[config.mk]
export PLATFORM = sky130hd
export DESIGN_NAME = core2wb_pipe_bridge
export DESIGN_NICKNAME = d
export VERILOG_FILES = /design/src/rtl/aquila_wb_pkg.sv /design/src/rtl/core2wb_pipe_bridge.sv
export SDC_FILE = /design/constraint.sdc
export NUM_CORES = 1
export LEC_CHECK = 0
export ABC_CLOCK_PERIOD_IN_PS = 1600
export BUFFER_PORTS_ARGS = -buffer_cell sky130_fd_sc_hd__buf_2
export CAP_MARGIN = 20
export CORE_MARGIN = 2
export CORE_UTILIZATION = 40
export DETAILED_ROUTE_END_ITERATION = 6
export PLACE_DENSITY = 0.8
export SETUP_SLACK_MARGIN = 0.4
export SLEW_MARGIN = 20
export SYNTH_ARGS = -nofsm -noshare
export SYNTH_HDL_FRONTEND = slang
export SYNTH_SLANG_ARGS = --single-unit
export TNS_END_PERCENT = 1
[constraint.sdc]
create_clock -name clk_i -period 1.6 [get_ports clk_i]
set_input_delay 0 -clock clk_i [delete_from_list [all_inputs] [get_ports clk_i]]
set_output_delay 0 -clock clk_i [all_outputs]
set_load 0.01 [all_outputs]
[src/rtl/aquila_wb_pkg.sv]
// Shared definitions for the Aquila device-port to Wishbone pipelined bridge:
// FSM state encoding, error read-data default and timeout counter sizing.
package aquila_wb_pkg;

  typedef enum logic [1:0] {
    ST_IDLE = 2'd0,
    ST_REQ  = 2'd1,
    ST_WAIT = 2'd2,
    ST_RESP = 2'd3
  } wb_state_e;

  localparam logic [31:0] ERR_DATA_DEFAULT = 32'hDEADBEEF;
  localparam int          TIMEOUT_DEFAULT  = 255;

  // A disabled timeout (0) still gets a 1-bit counter so the ports stay legal.
  function automatic int to_cnt_w(input int timeout);
    return (timeout > 0) ? $clog2(timeout + 1) : 1;
  endfunction

endpackage

[src/rtl/core2wb_pipe_bridge.sv]
// Aquila device-port to Wishbone B4 pipelined master, one transaction in flight,
// with stall handshake, error/timeout termination and registered outputs.
module core2wb_pipe_bridge
  import aquila_wb_pkg::*;
#(
  parameter int              XLEN     = 32,
  parameter int              AW       = 2,
  parameter int              DW       = 32,
  parameter int              TIMEOUT  = TIMEOUT_DEFAULT,
  parameter logic [XLEN-1:0] ERR_DATA = ERR_DATA_DEFAULT
) (
  input  logic              clk_i,
  input  logic              rst_ni,
  input  logic              S_DEVICE_strobe_i,
  input  logic [XLEN-1:0]   S_DEVICE_addr_i,
  input  logic              S_DEVICE_rw_i,
  input  logic [XLEN/8-1:0] S_DEVICE_byte_enable_i,
  input  logic [XLEN-1:0]   S_DEVICE_data_i,
  output logic              S_DEVICE_data_ready_o,
  output logic [XLEN-1:0]   S_DEVICE_data_o,
  output logic              S_DEVICE_err_o,
  output logic              wb_cyc_o,
  output logic              wb_stb_o,
  output logic              wb_we_o,
  output logic [AW-1:0]     wb_addr_o,
  output logic [DW-1:0]     wb_data_o,
  output logic [DW/8-1:0]   wb_sel_o,
  input  logic              wb_stall_i,
  input  logic              wb_ack_i,
  input  logic              wb_err_i,
  input  logic [DW-1:0]     wb_data_i,
  output wb_state_e         dbg_state_o
);

  localparam int              CNT_W    = to_cnt_w(TIMEOUT);
  localparam logic [CNT_W-1:0] CNT_LAST = CNT_W'(TIMEOUT - 1);

  // Handshake: the core pulses strobe only in IDLE and waits for the single
  // data_ready pulse; on Wishbone a strobe is accepted on the first cycle with
  // stb=1 and stall=0, and ack/err (err wins) terminates from REQ or WAIT.

  wb_state_e         state_q, state_d;
  logic [CNT_W-1:0]  cnt_q, cnt_d;
  logic              cyc_q, cyc_d;
  logic              stb_q, stb_d;
  logic              ready_q, ready_d;
  logic              err_q, err_d;
  logic [XLEN-1:0]   rdata_q, rdata_d;
  logic              we_q;
  logic [AW-1:0]     addr_q;
  logic [DW/8-1:0]   sel_q;
  logic [DW-1:0]     wdata_q;
  logic              load_req;
  logic              fin;
  logic              fin_err;
  logic              timeout_hit;

  // Only the word-address bits take part; byte offset and upper bits are dropped.
  logic unused_addr_bits;
  assign unused_addr_bits = ^{S_DEVICE_addr_i[XLEN-1:AW+2], S_DEVICE_addr_i[1:0]};

  assign timeout_hit = (TIMEOUT > 0) && (cnt_q == CNT_LAST);

  always_comb begin
    state_d  = state_q;
    cnt_d    = '0;
    cyc_d    = cyc_q;
    stb_d    = stb_q;
    ready_d  = 1'b0;
    err_d    = 1'b0;
    rdata_d  = '0;
    load_req = 1'b0;
    fin      = 1'b0;
    fin_err  = 1'b0;

    case (state_q)
      ST_IDLE: begin
        if (S_DEVICE_strobe_i) begin
          load_req = 1'b1;
          state_d  = ST_REQ;
          cyc_d    = 1'b1;
          stb_d    = 1'b1;
        end
      end
      ST_REQ: begin
        if (wb_ack_i || wb_err_i) begin
          fin     = 1'b1;
          fin_err = wb_err_i;
        end else if (!wb_stall_i) begin
          stb_d   = 1'b0;
          state_d = ST_WAIT;
        end
      end
      ST_WAIT: begin
        cnt_d = cnt_q + CNT_W'(1);
        if (wb_ack_i || wb_err_i) begin
          fin     = 1'b1;
          fin_err = wb_err_i;
        end else if (timeout_hit) begin
          fin     = 1'b1;
          fin_err = 1'b1;
        end
      end
      ST_RESP: begin
        state_d = ST_IDLE;
      end
      default: begin
        state_d = ST_IDLE;
        cyc_d   = 1'b0;
        stb_d   = 1'b0;
      end
    endcase

    if (fin) begin
      state_d = ST_RESP;
      cnt_d   = '0;
      cyc_d   = 1'b0;
      stb_d   = 1'b0;
      ready_d = 1'b1;
      err_d   = fin_err;
      if (fin_err)    rdata_d = ERR_DATA;
      else if (we_q)  rdata_d = '0;
      else            rdata_d = wb_data_i;
    end
  end

  always_ff @(posedge clk_i or negedge rst_ni) begin
    if (!rst_ni) begin
      state_q <= ST_IDLE;
      cnt_q   <= '0;
      cyc_q   <= 1'b0;
      stb_q   <= 1'b0;
      ready_q <= 1'b0;
      err_q   <= 1'b0;
      rdata_q <= '0;
      we_q    <= 1'b0;
      addr_q  <= '0;
      sel_q   <= '0;
      wdata_q <= '0;
    end else begin
      state_q <= state_d;
      cnt_q   <= cnt_d;
      cyc_q   <= cyc_d;
      stb_q   <= stb_d;
      ready_q <= ready_d;
      err_q   <= err_d;
      rdata_q <= rdata_d;
      if (load_req) begin
        we_q    <= S_DEVICE_rw_i;
        addr_q  <= S_DEVICE_addr_i[AW+1:2];
        sel_q   <= S_DEVICE_byte_enable_i;
        wdata_q <= S_DEVICE_data_i;
      end
    end
  end

  assign S_DEVICE_data_ready_o = ready_q;
  assign S_DEVICE_data_o       = rdata_q;
  assign S_DEVICE_err_o        = err_q;
  assign wb_cyc_o              = cyc_q;
  assign wb_stb_o              = stb_q;
  assign wb_we_o               = we_q;
  assign wb_addr_o             = addr_q;
  assign wb_data_o             = wdata_q;
  assign wb_sel_o              = sel_q;
  assign dbg_state_o           = state_q;

endmodule

==> results.toml <==
[timing]
fmax_mhz = 625
fin_crit_sh = 1.00
slew_viol_final = 0
rsz0062_at_grt = "true"
period_minus_slack_ns = 1.60
fin_skew_ns = 0.0101
worst_pin_slew_ns = 0.290
hold_viol_final = 0
slew_headroom = 0.805
holdWs_ns = 0.0488
layout_setup_ws_ns = 0.000643
setup_viol = 0

[flow_run]
drv_cap = 0

[detailed_routing]
drt_iter0_markers = 52
antenna_left = 0
first_pass_iters = 4
wl_per_cell_um = 14.8
vias = 2668
drt-total-wl_mm = 8.54
drc = 0
via_per_inst = 4.62

[floorplan]
fp.dieArea_mm2 = 0.00898
pin_count = 184
initial_core_util = 0.407
chipWidth_um = 94.8
die_h_um = 94.8
core.rowCount = 33
core_mm2 = 0.00809

[cts]
cts_max_level = 3
cts_tree = "built"
cts_root_buffer = "clkbuf_8"
cts-buffers-inserted = 9
clkTransAtPathRegs_ns = 0.08
cts.sinks = 85
post_cts_buffers = 0
clk_latency_ns = 0.34
cts_buffer_depth = 2

[setup_path]
cp_cell_sequence = "inv_2 > ha_2 > o22a_1 > a31oi_4 > nor3_4 > buf_12 > and3_1"
start_kind = "register"
worstPathMaxFanout = 31
endpoint_kind = "register"
setup.worst_path.start = "dbg_state_o[0]"
cp.arrival_ns = 1.83
r2r_start = "dbg_state_o[0]"
cp_slowest_cell = "dfrtp_1"
worstSetupPathType = "reg -> reg"
slowest_delay_ns = 0.39
crit_required_ns = 1.83

[yosys]
synth-seq-cells = 85
synth_area_mm2 = 0.00330
syn_area_per_cell_um2 = 14.5
syn-instance-count = 228
yosysSeqAreaShare = 0.645
synth_nets = 341
ys_warn_count = 0
ys_types = 36

[status]
status = "completed"

[placed_design]
portBuffers = 153
place_hpwl_mm = 5.27
postPlaceCellArea_mm2 = 0.00428
pre_cts_slack_ns = 0.0160
gp_congestion = 0.824

[grt]
grt_use_total = 0.192
antenna_found_initial = 0
grt_pass1_vias = 2752
grt_pass1_wl_mm = 13.0
gr-total-overflow = 0
grt_max_degree = 48

[layout]
area_delta_synth_final_pct = 58.6
regArea_mm2 = 0.00213
drive_above_1_share = 0.488
n_antenna_cell = 0
nets = 581
finish.utilization = 0.646
postLayoutCellArea_mm2 = 0.00523
multi_input_area_mm2 = 0.00109
nFillCells = 611

[pwr]
power_leakage_uw = 0.00283
vdd_ir_drop_max_v = 0.00110
power.total_uw = 8790
p_per_area_mw_per_mm2 = 1680

[hold_path]
worst_hold_path_type = "in -> reg"
hp-start = "wb_stall_i"
metrics by stage:
stage / setup TNS (ns) / instances
finish: 0 / 578
CTS: -0.0178 / 578
floorplan: 0 / 228
global placement: 0 / 489
detailed placement: 0 / 489
global route: -2.35 / 578
path summary, 6_finish.rpt:
kind	slack, ns	endpoint	cells past startpoint
setup / recovery	0.0006	S_DEVICE_data_o[4]	7
hold / removal	0.05	dbg_state_o[1]	4
setup reg to reg	0.0006	S_DEVICE_data_o[4]	7
hold reg to reg	0.50	wb_cyc_o	1
max in group asynchronous	0.96	cnt_q[4]	3
min in group asynchronous	0.08	S_DEVICE_data_o[28]	2
cell type report:
cell class,count,share of cell area
sequential,85,0.407
multi-input combinational,126,0.209
timing repair buffer,239,0.313
clock inverter,4,0.0139
tap,105,0.0251
inverter,7,0.00598
clock buffer,12,0.0258
layout by cell type, fill, tap and decap left out, types with 4 or more instances in the layout:
cell type and count:
buf_2 152, dfrtp_1 85, dlygate4sd3_1 73, mux2_2 39, a21o_1 23, nor2_1 11
buf_4 10, clkbuf_8 9, and3_1 8, inv_1 5, nand3_1 4
synthesized netlist by cell type (all sizes together):
| cell type | instances | share of area |
|---|---|---|
| a211oi | 1 | 0.0023 |
| a21o | 23 | 0.052 |
| a21oi | 2 | 0.0030 |
| a22o | 1 | 0.0027 |
| a31oi | 1 | 0.0038 |
| and2 | 2 | 0.0046 |
| and3 | 9 | 0.019 |
| and4 | 1 | 0.0034 |
| buf | 9 | 0.020 |
| clkbuf | 1 | 0.0011 |
| dfrtp | 85 | 0.65 |
| ha | 6 | 0.023 |
| inv | 7 | 0.0087 |
| mux2 | 39 | 0.13 |
| nand2 | 3 | 0.0034 |
| nand2b | 2 | 0.0038 |
| nand3 | 4 | 0.0061 |
| nor2 | 11 | 0.013 |
| nor2b | 2 | 0.0038 |
| nor3 | 4 | 0.0095 |
| o211a | 1 | 0.0030 |
| o211ai | 2 | 0.0087 |
| o21a | 1 | 0.0023 |
| o21ai | 3 | 0.0046 |
| o22a | 1 | 0.0027 |
| o31ai | 1 | 0.0023 |
| xnor2 | 3 | 0.0080 |
| xor2 | 3 | 0.0080 |
cells by family after synthesis:
family | after synthesis | synth area share
flip-flops | 85 | 0.645
multiplexers | 39 | 0.133
AND/OR/NAND/NOR | 38 | 0.0657
AO/OA/AOI/OAI | 37 | 0.0877
buffers and inverters | 17 | 0.0296
XOR/XNOR | 6 | 0.0159
adder cells (fa/ha/maj) | 6 | 0.0228
state kept, by name (all words and copies together), names as in the netlist, 2 cells and up:
register	flops
wb_addr_o	2
S_DEVICE_data_o	32
wb_data_o	32
cnt_q	8
wb_sel_o	4
dbg_state_o	2
per-layer routing:
layer / vias up / routed length (um) / share of wire / global-route usage
met2: 107 / 4580 / 0.54 / 0.356
li1: 1263 / - / - / -
met1: 1285 / 3250 / 0.38 / 0.210
met4: 0 / 132 / 0.015 / 0.0580
met5: - / 0 / 0 / 0
met3: 13 / 586 / 0.069 / 0.0575
where the power goes:
part	switching (uW)	leakage [uW]	internal (uW)
sequential	393	0.00108	3070
combinational	1840	0.00164	1880
clock	725	0.000101	880
timing repair:
item / 4_1_cts / 5_1_grt
resized for setup: 6 / 0
setup endpoints to repair: 85 / 85
pin swaps: 2 / 1
endpoints found under the hold margin: 157 / 0
hold buffers: 73 / 0
worst max-delay path: cells and delay by family, from the launching register on:
kind | cells | cell delay, ns
adders and majority gates | 1 | 0.20
DFF | 1 | 0.39
and+or+nand+nor | 2 | 0.26
buffers and inverters | 2 | 0.21
AOI/OAI and AO/OA | 2 | 0.42
(Power assumes the default switching activity.)
